**config.mk**
```make
export PLATFORM = sky130hd
export DESIGN_NAME = fetch_sequencer_flat
export DESIGN_NICKNAME = d
export VERILOG_FILES = /design/src/rtl/fetch_seq_pkg.sv /design/src/rtl/fetch_sequencer_if.sv /design/src/rtl/fetch_sequencer.sv /design/src/flat_wrapper.sv
export SDC_FILE = /design/constraint.sdc
export NUM_CORES = 1
export LEC_CHECK = 0
export CAP_MARGIN = 25
export CORE_MARGIN = 3
export CORE_UTILIZATION = 43
export CTS_BUF_LIST = sky130_fd_sc_hd__clkbuf_16
export DETAILED_ROUTE_END_ITERATION = 12
export GPL_TIMING_DRIVEN = 1
export PLACE_DENSITY = 0.79
export SLEW_MARGIN = 15
export SYNTH_ARGS = -nofsm -noshare
export SYNTH_HDL_FRONTEND = slang
export SYNTH_SLANG_ARGS = --single-unit
```
**constraint.sdc**
```tcl
create_clock -name clk -period 3.5 [get_ports clk]
set_input_delay 0.875 -clock clk [delete_from_list [all_inputs] [get_ports clk]]
set_output_delay 0.875 -clock clk [all_outputs]
set_load 0.03 [all_outputs]
```
**src/rtl/fetch_seq_pkg.sv**
```systemverilog
// Shared types and constants for the 6502 fetch sequencer.
package fetch_seq_pkg;

   localparam logic [15:0] DEFAULT_RESET_VECTOR = 16'hFFFC;

   typedef enum logic [2:0] {
      VEC_LO,
      VEC_HI,
      FETCH_OP,
      DECODE,
      FETCH_OPND,
      ISSUE,
      EXEC
   } state_e;

   typedef enum logic [1:0] {
      OP_SEQ     = 2'd0,
      OP_JMP_ABS = 2'd1,
      OP_BRANCH  = 2'd2
   } op_kind_e;

   // Raw decoder code 3 behaves as a plain sequential instruction.
   function automatic op_kind_e decode_kind(input logic [1:0] raw);
      case (raw)
         2'd1:    return OP_JMP_ABS;
         2'd2:    return OP_BRANCH;
         default: return OP_SEQ;
      endcase
   endfunction

   // Operand bytes still to fetch after the opcode; a length of 0 counts as 1.
   function automatic logic [1:0] len_to_remaining(input logic [1:0] len);
      return (len == 2'd0) ? 2'd0 : len - 2'd1;
   endfunction

endpackage

```
**src/rtl/fetch_sequencer_if.sv**
```systemverilog
// Byte-wide read bus between the fetch sequencer (master) and memory (slave).
interface fetch_sequencer_if;

   logic        bus_req;
   logic [15:0] bus_addr;
   logic        bus_ready;
   logic [7:0]  bus_rdata;

   modport master (
      output bus_req,
      output bus_addr,
      input  bus_ready,
      input  bus_rdata
   );

   modport slave (
      input  bus_req,
      input  bus_addr,
      output bus_ready,
      output bus_rdata
   );

endinterface

```
**src/rtl/fetch_sequencer.sv**
```systemverilog
// Fetch sequencer: loads the reset vector, fetches opcode plus operand bytes,
// hands the instruction to execute and issues the resulting PC update.
module fetch_sequencer
   import fetch_seq_pkg::*;
#(
   parameter logic [15:0] RESET_VECTOR = DEFAULT_RESET_VECTOR
) (
   input  logic              clk,
   input  logic              rst,
   fetch_sequencer_if.master bus,
   input  logic [15:0]       pc_addr,
   input  logic [1:0]        op_len,
   input  logic [1:0]        op_kind,
   input  logic              branch_taken,
   input  logic              exec_done,
   output logic              pc_inc,
   output logic              pc_load,
   output logic [15:0]       pc_load_addr,
   output logic [7:0]        opcode_q,
   output logic [15:0]       operand_q,
   output logic              instr_valid
);

   state_e      state_q;
   state_e      state_d;
   logic [7:0]  vec_lo_q;
   logic [1:0]  remaining_q;
   logic        opnd_idx_q;
   op_kind_e    kind_q;
   logic        req;
   logic [15:0] addr;

   logic signed [15:0] branch_off;
   logic        [15:0] branch_target;

   assign bus.bus_req  = req;
   assign bus.bus_addr = addr;

   // Relative branch target wraps modulo 2^16 through the 16-bit add.
   assign branch_off    = {{8{operand_q[7]}}, operand_q[7:0]};
   assign branch_target = pc_addr + $unsigned(branch_off);

   // Next-state, bus request and PC strobe decode; reset suppresses every strobe.
   always_comb begin
      state_d      = state_q;
      req          = 1'b0;
      addr         = pc_addr;
      pc_inc       = 1'b0;
      pc_load      = 1'b0;
      pc_load_addr = 16'h0000;
      case (state_q)
         VEC_LO: begin
            req  = 1'b1;
            addr = RESET_VECTOR;
            if (bus.bus_ready) state_d = VEC_HI;
         end
         VEC_HI: begin
            req  = 1'b1;
            addr = RESET_VECTOR + 16'd1;
            if (bus.bus_ready) begin
               pc_load      = 1'b1;
               pc_load_addr = {bus.bus_rdata, vec_lo_q};
               state_d      = FETCH_OP;
            end
         end
         FETCH_OP: begin
            req = 1'b1;
            if (bus.bus_ready) begin
               pc_inc  = 1'b1;
               state_d = DECODE;
            end
         end
         DECODE: begin
            state_d = (len_to_remaining(op_len) == 2'd0) ? ISSUE : FETCH_OPND;
         end
         FETCH_OPND: begin
            req = 1'b1;
            if (bus.bus_ready) begin
               pc_inc = 1'b1;
               if (remaining_q == 2'd1) state_d = ISSUE;
            end
         end
         ISSUE: begin
            state_d = EXEC;
         end
         EXEC: begin
            if (exec_done) begin
               state_d = FETCH_OP;
               case (kind_q)
                  OP_JMP_ABS: begin
                     pc_load      = 1'b1;
                     pc_load_addr = operand_q;
                  end
                  OP_BRANCH: begin
                     if (branch_taken) begin
                        pc_load      = 1'b1;
                        pc_load_addr = branch_target;
                     end
                  end
                  default: ;
               endcase
            end
         end
         default: state_d = VEC_LO;
      endcase
      if (rst) begin
         state_d      = VEC_LO;
         req          = 1'b0;
         pc_inc       = 1'b0;
         pc_load      = 1'b0;
         pc_load_addr = 16'h0000;
      end
   end

   // State register plus latched vector, opcode, operands and decode results.
   always_ff @(posedge clk) begin
      if (rst) begin
         state_q     <= VEC_LO;
         vec_lo_q    <= 8'h00;
         opcode_q    <= 8'h00;
         operand_q   <= 16'h0000;
         remaining_q <= 2'd0;
         opnd_idx_q  <= 1'b0;
         kind_q      <= OP_SEQ;
         instr_valid <= 1'b0;
      end else begin
         state_q     <= state_d;
         instr_valid <= (state_d == ISSUE);
         case (state_q)
            VEC_LO: begin
               if (bus.bus_ready) vec_lo_q <= bus.bus_rdata;
            end
            FETCH_OP: begin
               if (bus.bus_ready) begin
                  opcode_q  <= bus.bus_rdata;
                  operand_q <= 16'h0000;
               end
            end
            DECODE: begin
               kind_q      <= decode_kind(op_kind);
               remaining_q <= len_to_remaining(op_len);
               opnd_idx_q  <= 1'b0;
            end
            FETCH_OPND: begin
               if (bus.bus_ready) begin
                  if (!opnd_idx_q) operand_q[7:0]  <= bus.bus_rdata;
                  else             operand_q[15:8] <= bus.bus_rdata;
                  opnd_idx_q  <= 1'b1;
                  remaining_q <= remaining_q - 2'd1;
               end
            end
            default: ;
         endcase
      end
   end

endmodule

```
**src/flat_wrapper.sv**
```systemverilog
// flat-port wrapper written by rule: the top's interface ports become plain ports
module fetch_sequencer_flat import fetch_seq_pkg::*;
#(
   parameter logic [15:0] RESET_VECTOR = DEFAULT_RESET_VECTOR
)
  (clk, rst, pc_addr, op_len, op_kind, branch_taken, exec_done, pc_inc, pc_load, pc_load_addr, opcode_q, operand_q, instr_valid, bus_bus_req, bus_bus_addr, bus_bus_ready, bus_bus_rdata);
  fetch_sequencer_if bus_i ();
  input  logic clk;
  input  logic rst;
  input  logic [15:0] pc_addr;
  input  logic [1:0] op_len;
  input  logic [1:0] op_kind;
  input  logic branch_taken;
  input  logic exec_done;
  output logic pc_inc;
  output logic pc_load;
  output logic [15:0] pc_load_addr;
  output logic [7:0] opcode_q;
  output logic [15:0] operand_q;
  output logic instr_valid;
  output wire logic [$bits(bus_i.bus_req)-1:0] bus_bus_req;
  output wire logic [$bits(bus_i.bus_addr)-1:0] bus_bus_addr;
  input wire logic [$bits(bus_i.bus_ready)-1:0] bus_bus_ready;
  input wire logic [$bits(bus_i.bus_rdata)-1:0] bus_bus_rdata;
  assign bus_bus_req = bus_i.bus_req;
  assign bus_bus_addr = bus_i.bus_addr;
  assign bus_i.bus_ready = bus_bus_ready;
  assign bus_i.bus_rdata = bus_bus_rdata;
  fetch_sequencer #(.RESET_VECTOR(RESET_VECTOR)) u_core (.clk(clk), .rst(rst), .bus(bus_i), .pc_addr(pc_addr), .op_len(op_len), .op_kind(op_kind), .branch_taken(branch_taken), .exec_done(exec_done), .pc_inc(pc_inc), .pc_load(pc_load), .pc_load_addr(pc_load_addr), .opcode_q(opcode_q), .operand_q(operand_q), .instr_valid(instr_valid));
endmodule
```
==> results.py <==
metrics = {
    "outcome": {
        "outcome": "finished, violations left",
        "violations": "negative setup slack",
    },
    "placed_design": {
        "gp_congestion": 0.904,
        "dp_cells": 628,
        "hpwl_um": 8000,
        "port_buffers": 92,
    },
    "finish": {
        "drive_gt1_share_pct": 36.7,
        "stdcell_count": 646,
        "fillers": 421,
        "final-seq-area_sq_um": 822,
        "multi_input_comb_area_sq_um": 2460,
        "final_core_utilization_pct": 79.7,
        "areaGrowthSynthToFinish_pct": 74.7,
        "final_nets": 620,
        "layout_commonest_cell": "buf_4",
        "antenna_cells": 0,
        "final_cell_mix": "buf_4, clkdlybuf4s50_1, nand2_1, a21oi_1, dfxtp_1",
    },
    "timing": {
        "fmax_mhz": 271,
        "rsz0062_at_grt": "true",
        "setup_viol": 9,
        "slew_headroom_pct": 33.8,
        "fin_ws_ns": -0.196,
        "fin_crit_ns": 3.70,
        "fin_crit_sh_pct": 106,
        "finalClockSkew_ns": 0.00534,
        "finalMaxSlewViolations": 0,
        "tightestPinTransition_ns": 0.985,
        "hold_violations": 0,
    },
    "route": {
        "routed_wl_um": 11800,
        "highest_layer": "met4",
        "postRouteAntennaNets": 0,
        "vias_per_cell": 5.97,
        "routedWlPerCell_um": 18.3,
        "drt-met1-wl_um": 4970,
        "vias": 3854,
        "remaining_drc_errors": 0,
        "first_iter_violations": 285,
        "met3_length_um": 839,
        "drt_pass1_iterations": 5,
        "met2_length_um": 5780,
    },
    "die": {
        "die_w_um": 89.2,
        "rows": 29,
        "die_area_sq_um": 7960,
        "die_h_um": 89.2,
        "num_io_pins": 93,
        "start_util_pct": 45.6,
        "core_sq_um": 6530,
    },
    "synth": {
        "synth_area_per_cell_sq_um": 7.48,
        "synthTopCellsByArea": "dfxtp_1, a21oi_1, ha_1",
        "synth_top_area_cell": "dfxtp_1",
        "synth_edf_count": 0,
        "yosys_warnings": 0,
        "synthesis.area_sq_um": 2980,
        "asyncSetResetFlopFracSynth_pct": 0,
        "synth_top_flop_cell": "dfxtp_1",
        "synth_seq_cells": 41,
        "seq_area_frac_synth_pct": 27.6,
        "syn-num-nets": 450,
        "yosys.area.top_type_share_pct": 27.6,
        "synth_cell_types": 57,
        "netlist_instances": 398,
    },
    "grt": {
        "grt_overflow": 0,
        "gr-usage-all-layers_pct": 28.8,
        "grt_pass1_wl_um": 18000,
        "antenna_found_initial": 0,
        "grt_pass1_vias": 3741,
        "grt_max_degree": 46,
    },
    "setup_path": {
        "crit_type": "in2out",
        "r2r_cells": 6,
        "required_ns": 2.62,
        "startpoint_type": "input port",
        "cp_max_fo": 2,
        "worstPathArrival_ns": 2.82,
        "end_kind": "primary output",
    },
    "clock_tree": {
        "path_clk_slew_ns": 0.06,
        "cts_sinks": 41,
        "cts_tree": "yes",
        "clk_path_buf_depth": 2,
        "hold_buffers": 0,
        "clk_latency_ns": 0.28,
        "htree_levels": 2,
        "numCtsBuffers": 5,
        "cts_root_buffer": "clkbuf_16",
    },
    "power": {
        "leakage_nw": 2.04,
        "finalPower_mw": 1.28,
        "peakVddDrop_mv": 0.282,
        "powerDensity_nw_per_um2": 246,
    },
    "job": {
        "maxCapViolations": 0,
    },
    "worst_hold_path": {
        "min_path_cells": 2,
        "hold_path_class": "reg2reg",
    },
}
-- layout make-up --
cell class	count	share of cell area [%]
Clock inverter	3	0.722
Tap cell	77	1.85
Timing Repair Buffer	184	31.0
Sequential cell	41	15.8
Clock buffer	5	2.41
Inverter	13	0.938
Multi-Input combinational cell	323	47.3
-- metrics by stage --
step	hold slack, ns	worst slack [ns]	area (sq um)	TNS, ns
after floorplan	0.436	-0.0575	3010	-0.0575
after global placement	0.446	-1.11	4510	-6.95
after detailed placement	0.451	-1.15	4510	-7.54
after CTS	0.458	-0.283	5070	-1.06
after global routing	0.476	-0.263	5200	-1.35
final	0.457	-0.196	5200	-0.762
-- state kept, by name, indices dropped and copies added, names as in the netlist --
register and count:
u_core.instr_valid 1, u_core.kind_q 2, u_core.opcode_q 8, u_core.operand_q 16, u_core.opnd_idx_q 1, u_core.remaining_q 2, u_core.state_q 3, u_core.vec_lo_q 8
-- worst paths after layout --
| kind | slack (ns) | to | startpoint |
|---|---|---|---|
| setup reg to reg | 1.46 | u_core.vec_lo_q[5]$_SDFFE_PP0P_ | u_core.state_q[2]$_SDFF_PP0_ |
| setup / recovery | -0.20 | pc_load_addr[14] | pc_addr[0] |
| hold / removal | 0.46 | u_core.vec_lo_q[3]$_SDFFE_PP0P_ | u_core.vec_lo_q[3]$_SDFFE_PP0P_ |
| hold reg to reg | 0.46 | u_core.vec_lo_q[3]$_SDFFE_PP0P_ | u_core.vec_lo_q[3]$_SDFFE_PP0P_ |
-- kinds of logic after synthesis --
family / share of synthesized area [%]
buf+inv: 5.04
flops: 27.6
fa+ha+maj: 8.57
simple gates: 29.0
xor+xnor: 1.18
mux: 3.03
compound gates: 25.6
-- cell usage after synthesis (all sizes together), types with 5 or more instances --
| cell | number |
|---|---|
| nor3b | 5 |
| a21oi | 51 |
| mux2i | 9 |
| or3 | 7 |
| or2 | 16 |
| buf | 5 |
| nand3 | 22 |
| inv | 13 |
| clkbuf | 16 |
| ha | 18 |
| nand2b | 11 |
| dfxtp | 41 |
| a211oi | 5 |
| nand2 | 48 |
| nor2 | 36 |
| a22oi | 10 |
| o21ai | 12 |
-- where the power goes --
| part | internal [mW] | switching (mW) | total (mW) |
|---|---|---|---|
| Sequential | 0.479 | 0.00896 | 0.488 |
| Clock | 0.331 | 0.173 | 0.504 |
| Combinational | 0.134 | 0.155 | 0.289 |
| Total | 0.944 | 0.337 | 1.28 |
-- repair_timing --
item,in CTS,in global routing
endpoints found under the setup margin,14,13
pin swaps,44,32
gates resized for setup,112,32
setup buffers,9,3
-- critical path, cell delays in order --
cell,delay [ns]
buf_8,0.08
ha_4,0.12
inv_2,0.03
fa_2,0.36
nor2b_4,0.14
buf_6,0.11
o2111ai_4,0.13
a311oi_2,0.37
nor4_2,0.07
or3_4,0.39
buf_6,0.14
-- metal layers --
layer	vias up	global-route usage (%)
met4	0	9.07
met5	-	0
li1	1792	-
met3	27	5.35
met2	192	48.1
met1	1843	37.5
Power figures use the tool's default switching activity.
